`src/rtl/qif_pkg.sv`:
```
// Shared defaults for the QIF neuron, spike monitor and readout blocks.
// Keeping them here keeps timestamp and count widths consistent across blocks.
package qif_pkg;

    localparam int QIF_TS_W   = 16;
    localparam int QIF_DEPTH  = 8;
    localparam int QIF_WINDOW = 256;
    localparam int QIF_CNT_W  = 8;
    localparam int QIF_ISI_W  = 12;

endpackage

```
`src/rtl/qif_event_fifo.sv`:
```
// Synchronous FIFO for spike timestamps.
// Pointers carry an extra wrap bit so that full and empty can be told apart.
module qif_event_fifo
    import qif_pkg::*;
#(
    parameter int W     = QIF_TS_W,
    parameter int DEPTH = QIF_DEPTH
) (
    input  logic         clk,
    input  logic         rst,
    input  logic         push,
    input  logic         pop,
    input  logic [W-1:0] din,
    output logic [W-1:0] dout,
    output logic         full,
    output logic         empty
);

    localparam int AW = $clog2(DEPTH);

    logic [W-1:0] r_mem [DEPTH];
    logic [AW:0]  r_wptr;
    logic [AW:0]  r_rptr;
    logic         w_pop;
    logic         w_push;

    assign empty  = (r_wptr == r_rptr);
    assign full   = (r_wptr[AW] != r_rptr[AW]) &&
                    (r_wptr[AW-1:0] == r_rptr[AW-1:0]);
    // A full FIFO still accepts a push when the head leaves in the same cycle.
    assign w_pop  = pop & ~empty;
    assign w_push = push & (~full | w_pop);
    assign dout   = r_mem[r_rptr[AW-1:0]];

    always_ff @(posedge clk) begin
        if (rst) begin
            r_wptr <= '0;
            r_rptr <= '0;
            for (int i = 0; i < DEPTH; i++) begin
                r_mem[i] <= '0;
            end
        end else begin
            if (w_push) begin
                r_mem[r_wptr[AW-1:0]] <= din;
                r_wptr                <= r_wptr + (AW+1)'(1);
            end
            if (w_pop) begin
                r_rptr <= r_rptr + (AW+1)'(1);
            end
        end
    end

endmodule

```
`src/rtl/qif_spike_monitor.sv`:
```
// Spike monitor: edge timestamps into a FIFO, windowed spike rate, and
// inter-spike interval when built with SPIKE_MON_ISI_EN.
module qif_spike_monitor
    import qif_pkg::*;
#(
    parameter int TS_W   = QIF_TS_W,
    parameter int DEPTH  = QIF_DEPTH,
    parameter int WINDOW = QIF_WINDOW,
`ifdef SPIKE_MON_ISI_EN
    parameter int ISI_W  = QIF_ISI_W,
`endif
    parameter int CNT_W  = QIF_CNT_W
) (
    input  logic             clk,
    input  logic             rst,
    input  logic             en,
    input  logic             spike_in,
    output logic [TS_W-1:0]  evt_ts,
    output logic             evt_valid,
    input  logic             evt_ready,
    output logic             ovf,
    input  logic             clr_ovf,
    output logic [CNT_W-1:0] rate_count,
`ifdef SPIKE_MON_ISI_EN
    output logic [ISI_W-1:0] isi_out,
    output logic             isi_valid,
`endif
    output logic             rate_valid
);

    localparam int WC_W = $clog2(WINDOW);
    localparam logic [WC_W-1:0] WIN_LAST = WC_W'(WINDOW - 1);

    logic             r_spike_d;
    logic [TS_W-1:0]  r_ts;
    logic [WC_W-1:0]  r_win;
    logic [CNT_W-1:0] r_acc;
    logic [CNT_W-1:0] r_rate;
    logic             r_rate_v;
    logic             r_ovf;

    logic             w_edge;
    logic             w_full;
    logic             w_empty;
    logic             w_drop;
    logic [CNT_W-1:0] w_acc_sum;

    assign w_edge    = en & spike_in & ~r_spike_d;
    assign w_drop    = w_edge & w_full & ~evt_ready;
    assign w_acc_sum = (r_acc == '1) ? r_acc : r_acc + CNT_W'(w_edge);

    qif_event_fifo #(
        .W     (TS_W),
        .DEPTH (DEPTH)
    ) u_fifo (
        .clk   (clk),
        .rst   (rst),
        .push  (w_edge),
        .pop   (evt_ready),
        .din   (r_ts),
        .dout  (evt_ts),
        .full  (w_full),
        .empty (w_empty)
    );

    assign evt_valid  = ~w_empty;
    assign ovf        = r_ovf;
    assign rate_count = r_rate;
    assign rate_valid = r_rate_v;

    // The delayed level tracks spike_in even while disabled.
    always_ff @(posedge clk) begin
        if (rst) begin
            r_spike_d <= 1'b0;
            r_ts      <= '0;
        end else begin
            r_spike_d <= spike_in;
            if (en) begin
                r_ts <= r_ts + TS_W'(1);
            end
        end
    end

    always_ff @(posedge clk) begin
        if (rst) begin
            r_ovf <= 1'b0;
        end else if (w_drop) begin
            r_ovf <= 1'b1;
        end else if (clr_ovf) begin
            r_ovf <= 1'b0;
        end
    end

    // An edge in the closing cycle still belongs to the closing window.
    always_ff @(posedge clk) begin
        if (rst) begin
            r_win    <= '0;
            r_acc    <= '0;
            r_rate   <= '0;
            r_rate_v <= 1'b0;
        end else begin
            r_rate_v <= 1'b0;
            if (en) begin
                if (r_win == WIN_LAST) begin
                    r_rate   <= w_acc_sum;
                    r_rate_v <= 1'b1;
                    r_acc    <= '0;
                    r_win    <= '0;
                end else begin
                    r_acc <= w_acc_sum;
                    r_win <= r_win + WC_W'(1);
                end
            end
        end
    end

`ifdef SPIKE_MON_ISI_EN
    logic [ISI_W-1:0] r_isi_cnt;
    logic [ISI_W-1:0] r_isi;
    logic             r_isi_first;
    logic             r_isi_v;

    assign isi_out   = r_isi;
    assign isi_valid = r_isi_v;

    // The first edge only arms the interval counter.
    always_ff @(posedge clk) begin
        if (rst) begin
            r_isi_cnt   <= '0;
            r_isi       <= '0;
            r_isi_first <= 1'b0;
            r_isi_v     <= 1'b0;
        end else begin
            r_isi_v <= 1'b0;
            if (w_edge) begin
                r_isi_cnt <= ISI_W'(1);
                if (r_isi_first) begin
                    r_isi   <= r_isi_cnt;
                    r_isi_v <= 1'b1;
                end else begin
                    r_isi_first <= 1'b1;
                end
            end else if (en && r_isi_cnt != '1) begin
                r_isi_cnt <= r_isi_cnt + ISI_W'(1);
            end
        end
    end
`endif

endmodule
```
`config.mk`:
```
export PLATFORM = sky130hd
export DESIGN_NAME = qif_spike_monitor
export DESIGN_NICKNAME = d
export VERILOG_FILES = /design/src/rtl/qif_pkg.sv /design/src/rtl/qif_event_fifo.sv /design/src/rtl/qif_spike_monitor.sv
export SDC_FILE = /design/constraint.sdc
export NUM_CORES = 1
export LEC_CHECK = 0
export BUFFER_PORTS_ARGS = -buffer_cell sky130_fd_sc_hd__buf_2
export CORE_MARGIN = 1
export CORE_UTILIZATION = 69
export CTS_BUF_LIST = sky130_fd_sc_hd__clkbuf_4 sky130_fd_sc_hd__clkbuf_8
export CTS_CLUSTER_SIZE = 10
export DETAILED_ROUTE_END_ITERATION = 8
export GPL_TIMING_DRIVEN = 0
export PLACE_DENSITY = 0.87
export SYNTH_ARGS = -nofsm -noshare
export SYNTH_HDL_FRONTEND = slang
export SYNTH_SLANG_ARGS = --single-unit
```
`constraint.sdc`:
```
create_clock -name clk -period 3.6 [get_ports clk]
set_clock_uncertainty 0.15 [all_clocks]
set_input_delay 0.18 -clock clk [delete_from_list [all_inputs] [get_ports clk]]
set_output_delay 0.18 -clock clk [all_outputs]
set_load 0.005 [all_outputs]
```
==> summary.md, run 1 <==
| Metric | Value |
|---|---|
| Outcome | finished with violations |
| Failing checks | DRC |
| Final Critical Period | slightly below 3 ns |
| PortBufs | 31 |
| Clock H-tree levels | 4 |
| P_sw | approximately 0.0011 W |
| Period utilisation layout | 80.6% |
| Most frequent cells in the layout | and2_1 (130), edfxtp_1 (128), dfxtp_1 (54) |
| Comb pwr share | roughly an eighth |
| First-pass GRT wire length | 28,100 um |
| Post-synth ARST share | 0% |
| Setup TNS | 0 ns |
| Initial antenna violation count | 0 |
| Post-DP HPWL | between 10,000 and 15,000 um |
| Area of the multi-input gates | ~0.0032 mm^2 |
| Via-per-instance ratio | ~6.3 |
| Number of synthesis warnings | 0 |
| Final Worst Setup Slack | 0.698 ns |
| Clk buf depth | 2 |
| Number of remaining DRC errors | 1 |
| Layout filler cell count | between 600 and 700 |
| Largest net degree at the start of global routing | 17 |
| # rows | 39 |
| Placed cell areas | 0.00867 mm^2 |
| Slew margin rel. | about a third |
| Hold path cells | 3 |
| Arrival time worst endpoint | around 2.9 ns |
| Switching Fraction | between 20% and 30% |
| Routed wire per std cell | 20.4 um |
| Lkg Pwr | 3.43 nW |
| Most used DFF post-synth | edfxtp_1 |
| Critical Path Source Type | flip-flop |
| Clock share of power | between 30 and 40% |
| Inserted Clock Buffers | 17 |
| Post-route cell area | about 0.0091 mm^2 |
| Final GP Congestion | roughly 0.85 |
| Share of layout cells above drive strength 1 | 19.6% |
| Clock slew at reported path FFs | approximately 0.08 ns |
| Unrepaired setup endpoints after global routing | false |
| FF-to-FF path depth | 5 |
| TritonCTS sink count | roughly 180 |
| Max VDD drop | 0.326 mV |
| Worst-Margin Slew | approximately 1 ns |
| Worst Setup End Kind | flip-flop |
| Total wire length | about 17,000 um |
| Synth unique cells | 50 |
| Final hold vios | 0 |
| Clk_lat worst skew | between 0.4 and 0.5 ns |
| TritonRoute pass-1 iters | 9 |
| Post-synth EDFFs | 128 |
| WP data required | roughly 3.6 ns |
| Max Cap Viol | 0 |
| Critical path class | flip-flop to flip-flop |
| PwrDens | roughly 470 mW/mm^2 |
| DRT iter0 DRCs | about 500 |
| Core box area | roughly 0.012 mm^2 |
| Worst-path maximum fanout | 16 |
| Utilization after layout | 78.5% |
| Gr usage total | 30.2% |
| Final Setup Violations | 0 |
| Post-CTS Resized | 0 |
| Initial core utilization | between 70% and 80% |
| Register share of total power | 54.2% |
| Register area | 0.00492 mm^2 |
| Synth Register Bits | 182 |
| I/O Pins | 33 |
| Vias in the first global route | 5,369 |
| Post-synth top area share | roughly 46% |
| Synth area leaders | edfxtp_1 (46%), dfxtp_1 (13%), and2_1 (9.8%) |
| ANT nets after route | 0 |
| Mapped Cells | roughly 640 |
| Fin. max-slew vios | 0 |
| Commonest non-fill, non-tap cell in the layout | and2_1 |
| Grt total ovfl | 0 |
| Power after layout | roughly 0.0043 W |
| Syn Nets | approximately 660 |
| Die area | 0.0125 mm^2 |
| HP Class | input port to flip-flop |
| Netlist Area Pre-Place | 0.00834 mm^2 |
| Syn-to-layout area delta | 9.30% |
| TritonCTS clock tree | done |
| Die Wd | around 110 um |
| DP Worst Slack | roughly 0.7 ns |
| Via count | ~5.4k |
| Avg Inst Size Synth | ~13 um^2 |
| Height of the die | between 100 and 150 um |
| Nets | 709 |
| Pint | 0.00326 W |
| Seq/Total Area, Yosys | between 50 and 60% |
| Clk root buf | clkbuf_8 |
| Yosys top cell by area | edfxtp_1 |
| Max Clock Freq | 345 MHz |
| N_diodes | 0 |
==> power by group through the flow <==
stage               sequential (W)  clock (W)  combinational, W
floorplan                  0.00237          0          0.000405
global placement           0.00238          0          0.000535
detailed placement         0.00239          0          0.000551
CTS                        0.00234    0.00143          0.000557
global route               0.00235    0.00152          0.000596
finish                     0.00234    0.00142          0.000552
==> logic make-up after synthesis <==
family	Yosys count	synth area share (%)
XOR/XNOR	24	2.52
AND/OR/NAND/NOR	268	18.6
adder cells (fa/ha/maj)	6	0.900
AO/OA/AOI/OAI	55	4.80
flip-flops	182	59.1
multiplexers	53	11.4
buffers and inverters	56	2.66
==> worst paths after layout <==
| kind | slack [ns] | start | endpoint |
|---|---|---|---|
| setup / recovery | 0.70 | u_fifo.r_wptr[0]$_SDFFE_PP0P_ | u_fifo.r_mem[5][12]$_SDFFCE_PN0P_ |
| setup reg to reg | 0.70 | u_fifo.r_wptr[0]$_SDFFE_PP0P_ | u_fifo.r_mem[5][12]$_SDFFCE_PN0P_ |
| hold / removal | 0.06 | rst | r_ts[13]$_SDFFE_PP0P_ |
| hold reg to reg | 0.33 | ovf$_SDFFE_PP0P_ | ovf$_SDFFE_PP0P_ |
==> synthesized netlist by cell type, drive strengths merged, types with 2 or more instances <==
library cell	count
or2	13
a211oi	3
xor2	15
nor4	2
nand3b	5
a2111oi	2
nor2	33
a21oi	19
edfxtp	128
dfxtp	54
mux2	17
or4	2
a311oi	2
nand2b	5
buf	12
inv	8
o211ai	2
o21ai	4
and2	130
a31oi	2
nand3	10
nor2b	3
ha	6
or3	5
mux2i	4
and4	4
and3	8
a22o	10
a41oi	2
nand2	25
xnor2	9
nor3	6
nand4	12
a31o	2
mux4	32
clkbuf	36
o31ai	2
==> through the flow <==
step	hold WS (ns)	instances
after global routing	0.103	853
final	0.0607	853
after detailed placement	0.304	818
after CTS	0.0367	853
after floorplan	0.212	644
after global placement	0.300	818
==> state kept, by name, summed over array words and instances (netlist names), named ones only <==
signal,flops
r_win,8
rate_valid,1
rate_count,8
u_fifo.r_rptr,4
u_fifo.r_wptr,4
r_ts,16
ovf,1
u_fifo.r_mem,128
r_spike_d,1
r_acc,8
==> per-layer routing <==
layer	vias to the layer above	part of all wire, %	track usage [%]
met2	213	51	51.1
li1	2449	-	-
met4	0	2.4	12.1
met3	42	5.7	5.28
met1	2647	40	38.9
met5	-	0	0
==> critical path: stages (launching register included) <==
cell and delay (ns):
dfxtp_1 0.34, buf_2 0.21, xor2_1 0.33, nor3_4 0.13
a211oi_1 0.82, or2_2 0.56
==> repair_timing <==
| item | CTS | global route |
|---|---|---|
| buffers inserted | 0 | 0 |
| hold buffers | 3 | 0 |
| endpoints found under the hold margin | 8 | 0 |
==> final cells by class <==
cell class | instances | area share [%]
Buffer | 48 | 2.10
Clock buffer | 17 | 2.57
Clock inverter | 15 | 1.95
Inverter | 8 | 0.329
Multi-Input combinational cell | 406 | 35.0
Sequential cell | 182 | 54.0
Tap cell | 143 | 1.96
Timing Repair Buffer | 34 | 2.03
No activity file was read; power rests on OpenSTA's default activity.
==> run 2: changes to the inputs <==
--- a/config.mk
+++ b/config.mk
@@ -7,12 +7,12 @@
 export LEC_CHECK = 0
 export BUFFER_PORTS_ARGS = -buffer_cell sky130_fd_sc_hd__buf_2
 export CORE_MARGIN = 1
-export CORE_UTILIZATION = 69
+export CORE_UTILIZATION = 58
 export CTS_BUF_LIST = sky130_fd_sc_hd__clkbuf_4 sky130_fd_sc_hd__clkbuf_8
 export CTS_CLUSTER_SIZE = 10
 export DETAILED_ROUTE_END_ITERATION = 8
 export GPL_TIMING_DRIVEN = 0
-export PLACE_DENSITY = 0.87
+export PLACE_DENSITY = 0.78
 export SYNTH_ARGS = -nofsm -noshare
 export SYNTH_HDL_FRONTEND = slang
 export SYNTH_SLANG_ARGS = --single-unit
==> constraint.sdc (replaced) <==
create_clock -name clk -period 2.5 [get_ports clk]
set_clock_uncertainty 0.15 [all_clocks]
set_input_delay 0.125 -clock clk [delete_from_list [all_inputs] [get_ports clk]]
set_output_delay 0.125 -clock clk [all_outputs]
set_load 0.005 [all_outputs]
==> run 2 against run 1 <==
  * The flow now finishes without violations
  * Final area up 2.0%
  * Wire length down 0.67%
  * Sequential share of layout area down 1.0 points
  * Power up 45%
  * Final cell count up 4.3%
  * Flip-flop and latch count unchanged
  * Clock power up 40%
  * Critical path depth up 1
  * Worst hold slack better by 0.0028 ns
  * Combinational power up 56%
  * Largest cell class unchanged
==> summary.md, run 2 (synthesis gave the netlist of run 1 again) <==
| Metric | Value |
|---|---|
| Lkg Pwr | 3.47 nW (+1.0%) |
| HP Class | input port to flip-flop |
| TritonRoute pass-1 iters | 5 (-4) |
| Clock slew at reported path FFs | 0.08 ns (about the same) |
| Nets | 709 (unchanged) |
| PwrDens | 670 mW/mm^2 (+42%) |
| CP max-delay cell | or2_2 |
| Routed wire per std cell | 19.4 um (-4.8%) |
| Clk_lat worst skew | 0.45 ns (-0.02 ns) |
| Die area | 0.0149 mm^2 (+19%) |
| Postcts setup bufs | 0 (unchanged) |
| Minimum hold slack | 0.0634 ns (+0.00276 ns) |
| First-pass GRT wire length | 26,900 um (-4.3%) |
| Grt total ovfl | 0 (unchanged) |
| Commonest non-fill, non-tap cell in the layout | and2_1 |
| Syn-to-layout area delta | 11.5% |
| Crit-path cells | buf_2 > xor2_2 > nor3_4 > buf_2 > a21oi_1 > or2_2 |
| Worst r2r src | u_fifo.r_wptr[1]$_SDFFE_PP0P_ |
| Most frequent cells in the layout | and2_1 (130), edfxtp_1 (128), dfxtp_1 (53) |
| Worst Setup SP | u_fifo.r_wptr[1]$_SDFFE_PP0P_ |
| ANT nets after route | 0 (unchanged) |
| Max incr delay on CP | 0.48 ns (-0.34 ns) |
| Biggest regs | u_fifo.r_mem: 128 flops, r_ts: 16 flops |
| Critical path class | flip-flop to flip-flop |
| Worst-path maximum fanout | 16 (unchanged) |
| Worst Setup End Kind | flip-flop |
| Worst-Margin Slew | 0.702 ns (-0.300 ns) |
| Most flop-heavy register | u_fifo.r_mem |
| Final Setup Violations | 0 (unchanged) |
| Final Critical Period | 2.44 ns (-0.466 ns) |
| Post-route cell area | 0.00930 mm^2 (+2.0%) |
| Power after layout | 0.00623 W (+45%) |
| Clock H-tree levels | 4 (unchanged) |
| Clk buf depth | 2 (unchanged) |
| Height of the die | 122 um (+8.9%) |
| Slew margin rel. | 52.7% (+20 points) |
| Layout filler cell count | 977 (+42%) |
| Final hold vios | 0 (unchanged) |
| Gr usage total | 24.5% (-5.6 points) |
| TritonCTS clock tree | done |
| Vias in the first global route | 5,407 (+0.71%) |
| Initial antenna violation count | 0 (unchanged) |
| Largest net degree at the start of global routing | 17 (unchanged) |
| Period utilisation layout | 97.5% (+17 points) |
| Placed cells | 855 (+4.5%) |
| Cell family with most CP delay | simple AND/OR/NAND/NOR gates |
| Crit path buf inv count | 2 (+1) |
| Placed cell areas | 0.00872 mm^2 (+0.53%) |
| N_diodes | 0 (unchanged) |
| Outcome | completed |
| Via-per-instance ratio | 5.91 (-5.9%) |
| Max Clock Freq | 410 MHz (+19%) |
| Final std cells w/o fill | 890 (+4.3%) |
| Die Wd | 122 um (+8.9%) |
| Max Cap Viol | 0 (unchanged) |
| Crit-path most repeated cell | buf_2 |
| Inserted Clock Buffers | 17 (unchanged) |
| Max VDD drop | 0.347 mV (+6.3%) |
| # rows | 43 (+10%) |
| PortBufs | 31 (unchanged) |
| Initial core utilization | 59.8% (-12 points) |
| Max reg flops | 128 (unchanged) |
| DRT iter0 DRCs | 503 (+0.40%) |
| WP data required | 2.49 ns (-1.07 ns) |
| Post-DP HPWL | 11,900 um (+1.5%) |
| Arrival time worst endpoint | 2.42 ns (-0.45 ns) |
| HP Start | en |
| Via count | 5,256 (-1.8%) |
| Core box area | 0.0139 mm^2 (+20%) |
| I/O Pins | 33 (unchanged) |
| Critical Path Source Type | flip-flop |
| Fin. max-slew vios | 0 (unchanged) |
| Clk root buf | clkbuf_8 |
| TritonCTS sink count | 182 (unchanged) |
| Total wire length | 17,200 um (-0.67%) |
| Number of remaining DRC errors | 0 (-1) |
| Share of layout cells above drive strength 1 | 22.7% (+3.1 points) |
| Final GP Congestion | 0.869 (+1.7%) |
==> run 2: layout make-up <==
cell class / count / area [um^2] / share of cell area [%]
Clock inverter: 7 / 96.3 / 1.04
Sequential cell: 182 / 4930 / 53.0
Multi-Input combinational cell: 407 / 3310 / 35.6
Clock buffer: 25 / 307 / 3.30
Inverter: 8 / 30.0 / 0.323
Timing Repair Buffer: 34 / 185 / 1.99
Buffer: 47 / 215 / 2.31
Tap cell: 180 / 225 / 2.42
==> run 2: metrics by stage <==
step,worst slack (ns),TNS (ns),util [%]
final,0.0633,0,66.7
after global placement,-0.303,-13.55,62.6
after detailed placement,-0.357,-23.46,62.6
after floorplan,0.326,0,-
after CTS,-0.0698,-1.89,66.1
after global routing,-0.0136,-0.157,66.7
==> run 2: final timing paths <==
path | depth (start not counted) | slack, ns | to
worst max register to register | 6 | 0.06 | u_fifo.r_mem[7][12]$_SDFFCE_PN0P_
worst max-delay path | 6 | 0.06 | u_fifo.r_mem[7][12]$_SDFFCE_PN0P_
worst min-delay path | 5 | 0.06 | r_win[6]$_SDFFE_PP0P_
worst min register to register | 2 | 0.33 | ovf$_SDFFE_PP0P_
==> run 2: where the power goes <==
part           switching (W)  total (W)  internal [W]
logic               0.000450   0.000862      0.000412
clock network       0.000980    0.00199       0.00101
registers          0.0000622    0.00338       0.00332
total                0.00149    0.00623       0.00474
==> run 2: what timing repair did <==
action                                  CTS  global route
pin swaps                                 1             1
resized for setup                        19            22
endpoints found under the setup margin  182           206
endpoints found under the hold margin     8             0
hold buffers                              3             0
cloned                                    0             1
==> run 2: tightest hold or removal path: stages <==
cell     delay (ns)
buf_2          0.12
and3_1         0.17
nand2_1        0.08
xor2_1         0.06
nor2_1         0.07
==> run 2: per-layer routing <==
metal	GRT usage (%)	share of wire, %	up-vias
met5	0	0	-
met1	30.5	42	2636
met4	8.72	1.8	0
met3	4.07	4.1	31
li1	-	-	2443
met2	43.0	52	146
==> run 3: changes to the inputs <==
--- a/config.mk
+++ b/config.mk
@@ -5,6 +5,7 @@
 export SDC_FILE = /design/constraint.sdc
 export NUM_CORES = 1
 export LEC_CHECK = 0
+export ABC_CLOCK_PERIOD_IN_PS = 2500
 export BUFFER_PORTS_ARGS = -buffer_cell sky130_fd_sc_hd__buf_2
 export CORE_MARGIN = 1
 export CORE_UTILIZATION = 58
@@ -15,4 +16,5 @@
 export PLACE_DENSITY = 0.78
 export SYNTH_ARGS = -nofsm -noshare
 export SYNTH_HDL_FRONTEND = slang
+export SYNTH_HIERARCHICAL = 1
 export SYNTH_SLANG_ARGS = --single-unit
==> run 3 against run 2 <==
  * Global-route usage grew 3.7 points
  * First-iteration DRC count grew 29%
  * Worst hold slack gained 0.24 ns
  * Clock power shrank 9.5%
  * Largest cell class unchanged
  * Largest power group unchanged
==> summary.md, run 3 <==
| Metric | Value |
|---|---|
| Max VDD drop | 0.343 mV (-1.3%) |
| Seq/Total Area, Yosys | 60.2% (+1.1 points) |
| Via count | 5,779 (+10%) |
| Cell with the most instances after synthesis | nor2_1 |
| Outcome | completed |
| Arrival time worst endpoint | 2.40 ns (-0.02 ns) |
| Synth Register Bits | 182 (unchanged) |
| Mapped Cells | 678 (+5.3%) |
| Final Setup Violations | 0 (unchanged) |
| Die area | 0.0146 mm^2 (-1.9%) |
| Clock H-tree levels | 4 (unchanged) |
| Max Clock Freq | 408 MHz (-0.58%) |
| Critical path class | flip-flop to flip-flop |
| CP endpoint | u_fifo/r_mem[2][6]$_SDFFCE_PN0P_ |
| Final Critical Period | 2.45 ns (+0.0142 ns) |
| FF-to-FF path depth | 6 (unchanged) |
| N_diodes | 0 (unchanged) |
| Synth area leaders | edfxtp_1 (47%), dfxtp_1 (13%), mux4_2 (8.8%) |
| Worst r2r src | u_fifo/r_wptr[2]$_SDFFE_PP0P_ |
| Fin. max-slew vios | 0 (unchanged) |
| ANT nets after route | 0 (unchanged) |
| Clk buf depth | 2 (unchanged) |
| Critical Path Source Type | flip-flop |
| HP Class | flip-flop to flip-flop |
| Post-DP HPWL | 12,800 um (+7.3%) |
| Initial core utilization | 59.2% (-0.68 points) |
| Routed wire per std cell | 20.5 um (+6.0%) |
| Worst Setup SP | u_fifo/r_wptr[2]$_SDFFE_PP0P_ |
| Lkg Pwr | 3.17 nW (-8.5%) |
| First-pass GRT wire length | 30,000 um (+12%) |
| Final hold vios | 0 (unchanged) |
| Initial antenna violation count | 0 (unchanged) |
| TritonCTS clock tree | done |
| Syn-to-layout area delta | 13.2% |
| Worst-path maximum fanout | 16 (unchanged) |
| Share of layout cells above drive strength 1 | 23.1% (+0.41 points) |
| Syn Nets | 690 (+5.2%) |
| Most used DFF post-synth | edfxtp_1 |
| Register area | 0.00493 mm^2 (unchanged) |
| Max reg flops | 128 (unchanged) |
| DRT iter0 DRCs | 650 (+29%) |
| Utilization after layout | 66.9% (+0.23 points) |
| Worst Setup End Kind | flip-flop |
| PortBufs | 31 (unchanged) |
| Die Wd | 121 um (-0.94%) |
| Area of the multi-input gates | 0.00311 mm^2 (-6.0%) |
| Post-synth EDFFs | 128 (unchanged) |
| Final Worst Setup Slack | 0.0491 ns (-0.0142 ns) |
| Clk_lat worst skew | 0.47 ns (+0.02 ns) |
| TritonRoute pass-1 iters | 5 (unchanged) |
| Post-synth ARST share | 0% (unchanged) |
| Unrepaired setup endpoints after global routing | true |
| Final GP Congestion | 0.839 (-3.5%) |
| Clock slew at reported path FFs | 0.09 ns (about the same) |
| Layout filler cell count | 988 (+1.1%) |
| Grt total ovfl | 0 (unchanged) |
| Clk root buf | clkbuf_8 |
| Number of synthesis warnings | 6 (+6) |
| Yosys top cell by area | edfxtp_1 |
| Most frequent cells in the layout | nor2_1 (162), edfxtp_1 (128), nand2_1 (63) |
| Vias in the first global route | 5,597 (+3.5%) |
| Largest net degree at the start of global routing | 17 (unchanged) |
| Core box area | 0.0138 mm^2 (-0.77%) |
| DP Worst Slack | -0.748 ns (-0.391 ns) |
| Cell family with most CP delay | compound AO/OA/AOI/OAI gates |
| Number of remaining DRC errors | 0 (unchanged) |
| Post-synth top area share | 47.0% (+0.90 points) |
| Avg Inst Size Synth | 12.1 um^2 (-6.8%) |
| Period utilisation layout | 98.0% (+0.57 points) |
| Synth top cells by count | nor2_1 (163), edfxtp_1 (128), nand2_1 (63) |
| Total wire length | 19,300 um (+12%) |
| Max incr delay on CP | 0.55 ns (+0.07 ns) |
| WP data required | 2.45 ns (-0.04 ns) |
| Inserted Clock Buffers | 17 (unchanged) |
| Most flop-heavy register | u_fifo/r_mem |
| Gr usage total | 28.2% (+3.7 points) |
| Setup TNS | 0 ns (unchanged) |
| Setup slack, reg-to-reg | 0.05 ns (about the same) |
| PwrDens | 648 mW/mm^2 (-3.3%) |
| Biggest regs | u_fifo/r_mem: 128 flops, r_ts: 16 flops |
| Slew margin rel. | 37.1% (-16 points) |
| Critical path depth | 6 (unchanged) |
| Netlist Area Pre-Place | 0.00818 mm^2 (-1.9%) |
| Crit-path cells | clkbuf_4 > xnor2_2 > nand4_2 > buf_2 > nand2b_1 > a31o_2 |
| # rows | 43 (unchanged) |
| Height of the die | 121 um (-0.94%) |
| Via-per-instance ratio | 6.16 (+4.3%) |
| Nets | 757 (+6.8%) |
| Max Cap Viol | 0 (unchanged) |
| Worst-Margin Slew | 0.943 ns (+0.241 ns) |
| Synth unique cells | 58 (+16%) |
| Commonest non-fill, non-tap cell in the layout | nor2_1 |
| I/O Pins | 33 (unchanged) |
| TritonCTS sink count | 182 (unchanged) |
| CP max-delay cell | a31o_2 |
| Crit path buf inv count | 2 (unchanged) |
| Worst r2r dst | u_fifo/r_mem[2][6]$_SDFFCE_PN0P_ |
## run 3: per-stage QoR
stage / total power (W) / hold slack [ns] / instances / area, um^2
after detailed placement: 0.00420 / 0.209 / 892 / 8660
after CTS: 0.00602 / 0.308 / 938 / 9230
after global placement: 0.00417 / 0.200 / 889 / 8590
after floorplan: 0.00396 / 0.103 / 678 / 8210
after global routing: 0.00621 / 0.330 / 938 / 9260
final: 0.00600 / 0.305 / 938 / 9260
## run 3: final cells by class
cell class                      count  share of cell area [%]
Clock buffer                       18                    2.61
Buffer                             38                    2.37
Multi-Input combinational cell    445                    33.6
Clock inverter                     14                    1.19
Timing Repair Buffer               50                    4.07
Inverter                           11                   0.500
Sequential cell                   182                    53.2
Tap cell                          180                    2.43
## run 3: layer usage
| metal | vias to the layer above | part of all wire [%] | routed length [um] | GRT usage [%] |
|---|---|---|---|---|
| li1 | 2603 | - | - | - |
| met1 | 2869 | 39 | 7500 | 34.9 |
| met2 | 269 | 51 | 9870 | 48.4 |
| met3 | 38 | 7.8 | 1500 | 6.56 |
| met4 | 0 | 2.1 | 396 | 10.0 |
| met5 | - | 0 | 0 | 0 |
## run 3: worst min-delay path: stages, from the launching register on
cell and delay [ns]:
dfxtp_1 0.32, nand2_1 0.05, o21ai_1 0.05
## run 3: how the worst min path moves through the flow
| stage | slack [ns] | depth (start not counted) | end | from |
|---|---|---|---|---|
| after CTS | 0.31 | 2 | rate_count[3]$_SDFFE_PP0P_ | rate_count[3]$_SDFFE_PP0P_ |
| after detailed placement | 0.21 | 2 | r_spike_d$_SDFF_PP0_ | spike_in |
| after global placement | 0.20 | 2 | r_spike_d$_SDFF_PP0_ | spike_in |
| after global routing | 0.33 | 2 | rate_count[7]$_SDFFE_PP0P_ | rate_count[7]$_SDFFE_PP0P_ |
| after floorplan | 0.10 | 1 | r_spike_d$_SDFF_PP0_ | spike_in |
| final | 0.30 | 2 | rate_count[3]$_SDFFE_PP0P_ | rate_count[3]$_SDFFE_PP0P_ |
## run 3: repair_timing
action | in CTS | in global routing
endpoints found under the setup margin | 145 | 91
pin swaps | 5 | 1
hold endpoints to repair | 18 | 0
gates resized for setup | 19 | 5
setup buffers | 8 | 1
hold buffers | 7 | 0
cloned | 0 | 0
## run 3: report_power, final
group | total, W | internal, W | switching (W)
Combinational | 0.000808 | 0.000403 | 0.000405
Clock | 0.00180 | 0.000784 | 0.00102
Sequential | 0.00339 | 0.00332 | 0.0000664
Total | 0.00600 | 0.00451 | 0.00149
## run 3: cell families after synthesis
logic type,Yosys count,synth area share (%)
AO/OA/AOI/OAI,70,5.66
XOR/XNOR,25,2.77
adder cells (fa/ha/maj),6,0.918
buffers and inverters,51,2.97
flip-flops,182,60.2
multiplexers,51,11.4
AND/OR/NAND/NOR,293,16.1
